## config.mk

```make
export PLATFORM = sky130hd
export DESIGN_NAME = insn_fetch
export DESIGN_NICKNAME = d
export VERILOG_FILES = /design/src/rtl/insn_fetch_pkg.sv /design/src/rtl/insn_fetch_fifo.sv /design/src/rtl/insn_fetch.sv
export SDC_FILE = /design/constraint.sdc
export NUM_CORES = 1
export LEC_CHECK = 0
export ABC_AREA = 1
export BUFFER_PORTS_ARGS = -buffer_cell sky130_fd_sc_hd__buf_4
export CORE_AREA = 2 2 191 193
export CTS_CLUSTER_DIAMETER = 40
export DETAILED_ROUTE_END_ITERATION = 8
export DIE_AREA = 0 0 193 195
export RECOVER_POWER = 50
export SLEW_MARGIN = 20
export SYNTH_ARGS = -nofsm -noshare
export SYNTH_HDL_FRONTEND = slang
export SYNTH_SLANG_ARGS = --single-unit
export TNS_END_PERCENT = 100
```

## constraint.sdc

```tcl
create_clock -name clk -period 4.6 [get_ports clk]
set_input_delay 0.46 -clock clk [delete_from_list [all_inputs] [get_ports clk]]
set_output_delay 0.46 -clock clk [all_outputs]
set_load 0.02 [all_outputs]
```

## src/rtl/insn_fetch_pkg.sv

```systemverilog
// Shared definitions for the instruction fetch stage: FSM encoding,
// default constants and PC arithmetic.
package insn_fetch_pkg;

  localparam int unsigned INSN_W = 32;
  localparam logic [31:0] PC_INC = 32'd4;
  localparam logic [31:0] DEF_NOP_WORD = 32'h0000_0000;
  localparam logic [31:0] DEF_RESET_PC = 32'h0000_0000;

  typedef enum logic [1:0] {
    ST_IDLE    = 2'd0,
    ST_REQ     = 2'd1,
    ST_DISCARD = 2'd2
  } fetch_state_e;

  function automatic logic [31:0] align_pc(input logic [31:0] pc);
    return pc & 32'hFFFF_FFFC;
  endfunction

endpackage

```

## src/rtl/insn_fetch_fifo.sv

```systemverilog
// Prefetch FIFO holding {pc, word} pairs; flush empties it in one cycle and
// overrides any push/pop in the same cycle.
module fetch_fifo
  import insn_fetch_pkg::*;
#(
  parameter int unsigned DEPTH = 4,
  localparam int unsigned PW = $clog2(DEPTH),
  localparam int unsigned CW = PW + 1
) (
  input  logic          clk,
  input  logic          rst,
  input  logic          push,
  input  logic [63:0]   push_data,
  input  logic          pop,
  input  logic          flush,
  output logic [63:0]   head,
  output logic [CW-1:0] count,
  output logic          full,
  output logic          empty
);

  logic [63:0]   mem_q [DEPTH];
  logic [PW-1:0] wr_ptr_q, wr_ptr_d;
  logic [PW-1:0] rd_ptr_q, rd_ptr_d;
  logic [CW-1:0] count_q, count_d;
  logic          pop_ok_s, push_ok_s;

  assign full  = (count_q == CW'(DEPTH));
  assign empty = (count_q == {CW{1'b0}});
  assign count = count_q;
  assign head  = mem_q[rd_ptr_q];

  always_comb begin
    pop_ok_s  = pop && !empty;
    push_ok_s = push && (!full || pop_ok_s);
    wr_ptr_d  = wr_ptr_q;
    rd_ptr_d  = rd_ptr_q;
    count_d   = count_q;
    if (flush) begin
      wr_ptr_d = {PW{1'b0}};
      rd_ptr_d = {PW{1'b0}};
      count_d  = {CW{1'b0}};
    end else begin
      if (push_ok_s) wr_ptr_d = wr_ptr_q + PW'(1);
      else           wr_ptr_d = wr_ptr_q;
      if (pop_ok_s)  rd_ptr_d = rd_ptr_q + PW'(1);
      else           rd_ptr_d = rd_ptr_q;
      case ({push_ok_s, pop_ok_s})
        2'b10:   count_d = count_q + CW'(1);
        2'b01:   count_d = count_q - CW'(1);
        default: count_d = count_q;
      endcase
    end
  end

  always_ff @(posedge clk) begin
    if (!rst) begin
      wr_ptr_q <= {PW{1'b0}};
      rd_ptr_q <= {PW{1'b0}};
      count_q  <= {CW{1'b0}};
    end else begin
      wr_ptr_q <= wr_ptr_d;
      rd_ptr_q <= rd_ptr_d;
      count_q  <= count_d;
    end
  end

  // Storage needs no reset: the head is only consumed while non-empty.
  always_ff @(posedge clk) begin
    if (push_ok_s && !flush) begin
      mem_q[wr_ptr_q] <= push_data;
    end
  end

endmodule

```

## src/rtl/insn_fetch.sv

```systemverilog
// Instruction fetch stage: single-outstanding imem read FSM feeding a
// prefetch FIFO, with redirect flush and discard of an in-flight read.
module insn_fetch
  import insn_fetch_pkg::*;
#(
  parameter int unsigned DEPTH    = 4,
  parameter logic [31:0] RESET_PC = DEF_RESET_PC,
  parameter logic [31:0] NOP_WORD = DEF_NOP_WORD
) (
  input  logic              clk,
  input  logic              rst,
  output logic [31:0]       imem_addr,
  output logic              imem_read,
  input  logic [INSN_W-1:0] imem_r_line,
  input  logic              imem_ack,
  input  logic              redirect,
  input  logic [31:0]       pc_new,
  input  logic              d_ready,
  output logic [INSN_W-1:0] word,
  output logic [31:0]       word_pc,
  output logic              word_valid,
  output logic [31:0]       fetch_pc
);

  localparam int unsigned CW = $clog2(DEPTH) + 1;
  localparam logic [CW-1:0] DEPTH_C = CW'(DEPTH);

  fetch_state_e  state_q, state_d;
  logic [31:0]   fetch_pc_q, fetch_pc_d;
  logic [31:0]   discard_addr_q, discard_addr_d;
  logic          push_s, pop_s;
  logic [63:0]   head_s;
  logic [CW-1:0] count_s, occ_s;
  logic          full_s, empty_s;

  fetch_fifo #(.DEPTH(DEPTH)) u_fifo (
    .clk       (clk),
    .rst       (rst),
    .push      (push_s),
    .push_data ({fetch_pc_q, imem_r_line}),
    .pop       (pop_s),
    .flush     (redirect),
    .head      (head_s),
    .count     (count_s),
    .full      (full_s),
    .empty     (empty_s)
  );

  // Occupancy after this cycle's push/pop decides whether to keep fetching.
  always_comb begin
    push_s = (state_q == ST_REQ) && imem_ack && !redirect;
    pop_s  = !empty_s && d_ready && !redirect;
    case ({push_s, pop_s})
      2'b10:   occ_s = count_s + CW'(1);
      2'b01:   occ_s = count_s - CW'(1);
      default: occ_s = count_s;
    endcase
  end

  always_comb begin
    state_d        = state_q;
    fetch_pc_d     = fetch_pc_q;
    discard_addr_d = discard_addr_q;
    case (state_q)
      ST_IDLE: begin
        if (redirect)               fetch_pc_d = align_pc(pc_new);
        else if (!full_s || pop_s)  state_d = ST_REQ;
        else                        state_d = ST_IDLE;
      end
      ST_REQ: begin
        if (redirect) begin
          fetch_pc_d = align_pc(pc_new);
          if (imem_ack) begin
            state_d = ST_IDLE;
          end else begin
            state_d        = ST_DISCARD;
            discard_addr_d = fetch_pc_q;
          end
        end else if (imem_ack) begin
          fetch_pc_d = fetch_pc_q + PC_INC;
          if (occ_s < DEPTH_C) state_d = ST_REQ;
          else                 state_d = ST_IDLE;
        end else begin
          state_d = ST_REQ;
        end
      end
      ST_DISCARD: begin
        if (redirect) fetch_pc_d = align_pc(pc_new);
        else          fetch_pc_d = fetch_pc_q;
        if (imem_ack) state_d = ST_IDLE;
        else          state_d = ST_DISCARD;
      end
      default: state_d = ST_IDLE;
    endcase
  end

  always_ff @(posedge clk) begin
    if (!rst) begin
      state_q        <= ST_IDLE;
      fetch_pc_q     <= RESET_PC;
      discard_addr_q <= 32'h0000_0000;
    end else begin
      state_q        <= state_d;
      fetch_pc_q     <= fetch_pc_d;
      discard_addr_q <= discard_addr_d;
    end
  end

  always_comb begin
    case (state_q)
      ST_REQ: begin
        imem_read = 1'b1;
        imem_addr = fetch_pc_q;
      end
      ST_DISCARD: begin
        imem_read = 1'b1;
        imem_addr = discard_addr_q;
      end
      default: begin
        imem_read = 1'b0;
        imem_addr = 32'h0000_0000;
      end
    endcase
  end

  assign word_valid = !empty_s;
  assign word       = empty_s ? NOP_WORD : head_s[31:0];
  assign word_pc    = empty_s ? 32'h0000_0000 : head_s[63:32];
  assign fetch_pc   = fetch_pc_q;

endmodule

```

==> out/results.ini <==
[timing]
rsz0062_at_grt=false
worstMarginPinSlew_ns=2.103
relSlewSlack_pct=-40.22
holdWs_ns=0.1824
tns_ns=0
setup_viol=0
skew_ns=0.02784
hold_viol=0
fmax_mhz=282.8
fin_crit_ns=3.536
finalCritPeriodShare_pct=76.88
slew_violations=44

[hold_path]
min_from=pc_new[4]
min_path_cells=3
hp-class=in -> reg
hold_path_end=fetch_pc[4]

[yosys]
muxShareOfSynthArea_pct=0
synth_common_cells=nor2_1, edfxtp_1, nand2_1
yosysWarnings=0
synth_ff_type=edfxtp_1
synth_top_area_cell=edfxtp_1
synth.avg_cell_area_um2=9.468
synth-async-reset-ratio_pct=0
synth-simple-area-share_pct=19.47
synthTopCellsByArea=edfxtp_1, dfxtp_1, nor2_1, nand2_1, a21oi_1
synth-compound-area-share_pct=11.54
synth_area_mm2=0.01408
synth_edf_count=248
synth_top_cell_area_share_pct=52.90
synth_top_family_by_area=simple AND/OR/NAND/NOR gates
synth.most_common_cell=nor2_1
yosys_register_bits=319
synth-xor-area-share_pct=0.1866
synth_cell_type_count=34
synthAdderAreaFrac_pct=1.333
synthCells=1487
ys_seq_area_share_pct=62.99

[critical_path]
r2r-start=state_q[0]
required_ns=4.93
crit_buf_inv=3
ff2ff_setup_slack_ns=1.06
path_cells=inv_1 > ha_1 > clkbuf_1 > nor2_1 > nand2_1 > inv_2 > or2_2 > a21oi_1 > a211oi_1
crit_path_start=state_q[0]
path_class=reg -> reg
critPathArrivalTime_ns=3.87
critPathMaxStageDelay_ns=1.05
cp-start-kind=flip-flop
cp_slowest_cell=clkbuf_1
cp.depth=9
path_delay_family=buffers and inverters
crit_fanout=52
r2r_end=fetch_pc[8]
reg2reg_depth=9
crit_path_end_kind=flip-flop

[detailed_routing]
routedWlPerCell_um=17.04
routed_wl_um=36680
drt_iter0_markers=773
num_vias=10830
wl_met1_um=16030
highest_layer=met5
ant_nets=0
viasPerCell=5.031
route.met2.wl_um=17130
drc=0
first_pass_iters=7
met3_length_um=2831

[clock_tree]
ctsResizeCount=0
clock-sinks=319
cts_setup_buffers=0
cts_tree=done
clockRootBuffer=clkbuf_16
cts_max_level=2
clk_path_buf_depth=3
path_clk_slew_ns=0.06
clk_latency_ns=0.54
cts_buffers=45
holdBufCountCts=0

[floorplanning]
start_util_pct=39.77
coreArea_mm2=0.03540
die_width_um=193
die_h_um=195
dieArea_mm2=0.03764
rows=69
num_io_pins=199

[power_and_ir_drop]
combPwrFrac_pct=7.5
swShare_pct=24.35
ir_drop_uv=243.1
power_frac_clock_pct=48.1
seqPwrFrac_pct=44.4
powerDensity_mw_per_mm2=436.9
cellLeakagePower_uw=0.006086
p_sw_uw=1830
p_int_uw=5684
finalPower_uw=7514

[grt]
groute.usage.overall_pct=19.27
grt_pass1_vias=10280
grt_max_degree=73
grt_remaining_overflow=0
antenna_found_initial=2
grt_pass1_wl_um=56930

[job]
maxCapViolations=1

[run_status]
violations=max-capacitance violations, max-slew violations
outcome=finished with violations

[layout]
fill_cells=3307
area_growth_pct=22.17
diodes=0
nets=1739
layoutNonFillerInstCount=2152
layout-drive-gt1-share_pct=14.78

[place]
port_buffers=190
placedCellCount=2069
dp_hpwl_um=21690
place_congestion=0.8825

==> registers in the layout, indices dropped and copies added (netlist names), named ones only <==
register and flops:
u_fifo.count 3, state_q 2, u_fifo.rd_ptr_q 2, fetch_pc 30, u_fifo.mem_q 248, u_fifo.wr_ptr_q 2, discard_addr_q 30
==> layout make-up <==
class                           instances  area (µm²)  area share [%]
Tap cell                              461       576.8           3.353
Sequential cell                       319        8874           51.59
Inverter                               62       235.2           1.368
Multi-Input combinational cell       1021        4627           26.90
Timing Repair Buffer                  206        1287           7.485
Clock buffer                           57        1224           7.114
Clock inverter                         26       376.6           2.190
==> cell usage in the layout (no fill, tap or decap), types with 3 or more instances in the layout <==
| cell type | n |
|---|---|
| a21oi_1 | 160 |
| buf_4 | 137 |
| bufinv_16 | 7 |
| clkbuf_1 | 78 |
| clkbuf_16 | 47 |
| clkinv_2 | 3 |
| clkinv_4 | 5 |
| clkinvlp_4 | 3 |
| conb_1 | 6 |
| dfxtp_1 | 69 |
| edfxtp_1 | 248 |
| ha_1 | 15 |
| inv_1 | 52 |
| inv_2 | 8 |
| inv_6 | 7 |
| inv_8 | 3 |
| nand2_1 | 238 |
| nand2_2 | 6 |
| nand3_1 | 72 |
| nand4_1 | 4 |
| nor2_1 | 337 |
| nor2_2 | 7 |
| nor2_4 | 9 |
| o21ai_0 | 145 |
| o21ai_1 | 3 |
==> per-stage QoR <==
stage	setup WS, ns	util [%]	instance area [µm²]
after floorplan	0.3007	-	14100
after global placement	1.600	44.82	15860
after detailed placement	1.520	44.82	15860
after CTS	1.358	49.34	17460
after global routing	0.7168	48.59	17200
final	1.064	48.59	17200
==> worst min-delay path, cell delays in order <==
cell     delay [ns]
buf_4          0.08
a21oi_1        0.05
a21oi_1        0.11
==> how the worst max path moves through the flow <==
| stage | to |
|---|---|
| 5_1_grt | fetch_pc[8] |
| 4_1_cts | word[1] |
| 3_3_place_gp | u_fifo.mem_q[2][13] |
| 2_1_floorplan | u_fifo.mem_q[0][0] |
| 3_5_place_dp | u_fifo.mem_q[2][13] |
| 6_report | fetch_pc[8] |
==> power groups by stage <==
stage	Sequential (µW)	Combinational [µW]	Clock [µW]
3_5_place_dp	3390	609	0
4_1_cts	3330	612	3690
3_3_place_gp	3390	601	0
2_1_floorplan	3360	346	0
6_report	3330	564	3620
5_1_grt	3340	628	3830
==> cell families after synthesis <==
family | after synthesis
other | 1
flip-flops | 319
adder cells (fa/ha/maj) | 15
buffers and inverters | 152
AO/OA/AOI/OAI | 318
XOR/XNOR | 3
AND/OR/NAND/NOR | 679
==> layer usage <==
layer / global-route usage, % / up-vias
met5: 0 / -
met4: 4.714 / 4
met3: 4.978 / 67
met2: 31.42 / 312
met1: 25.66 / 5067
li1: - / 5377
Power figures use the tool's default switching activity.
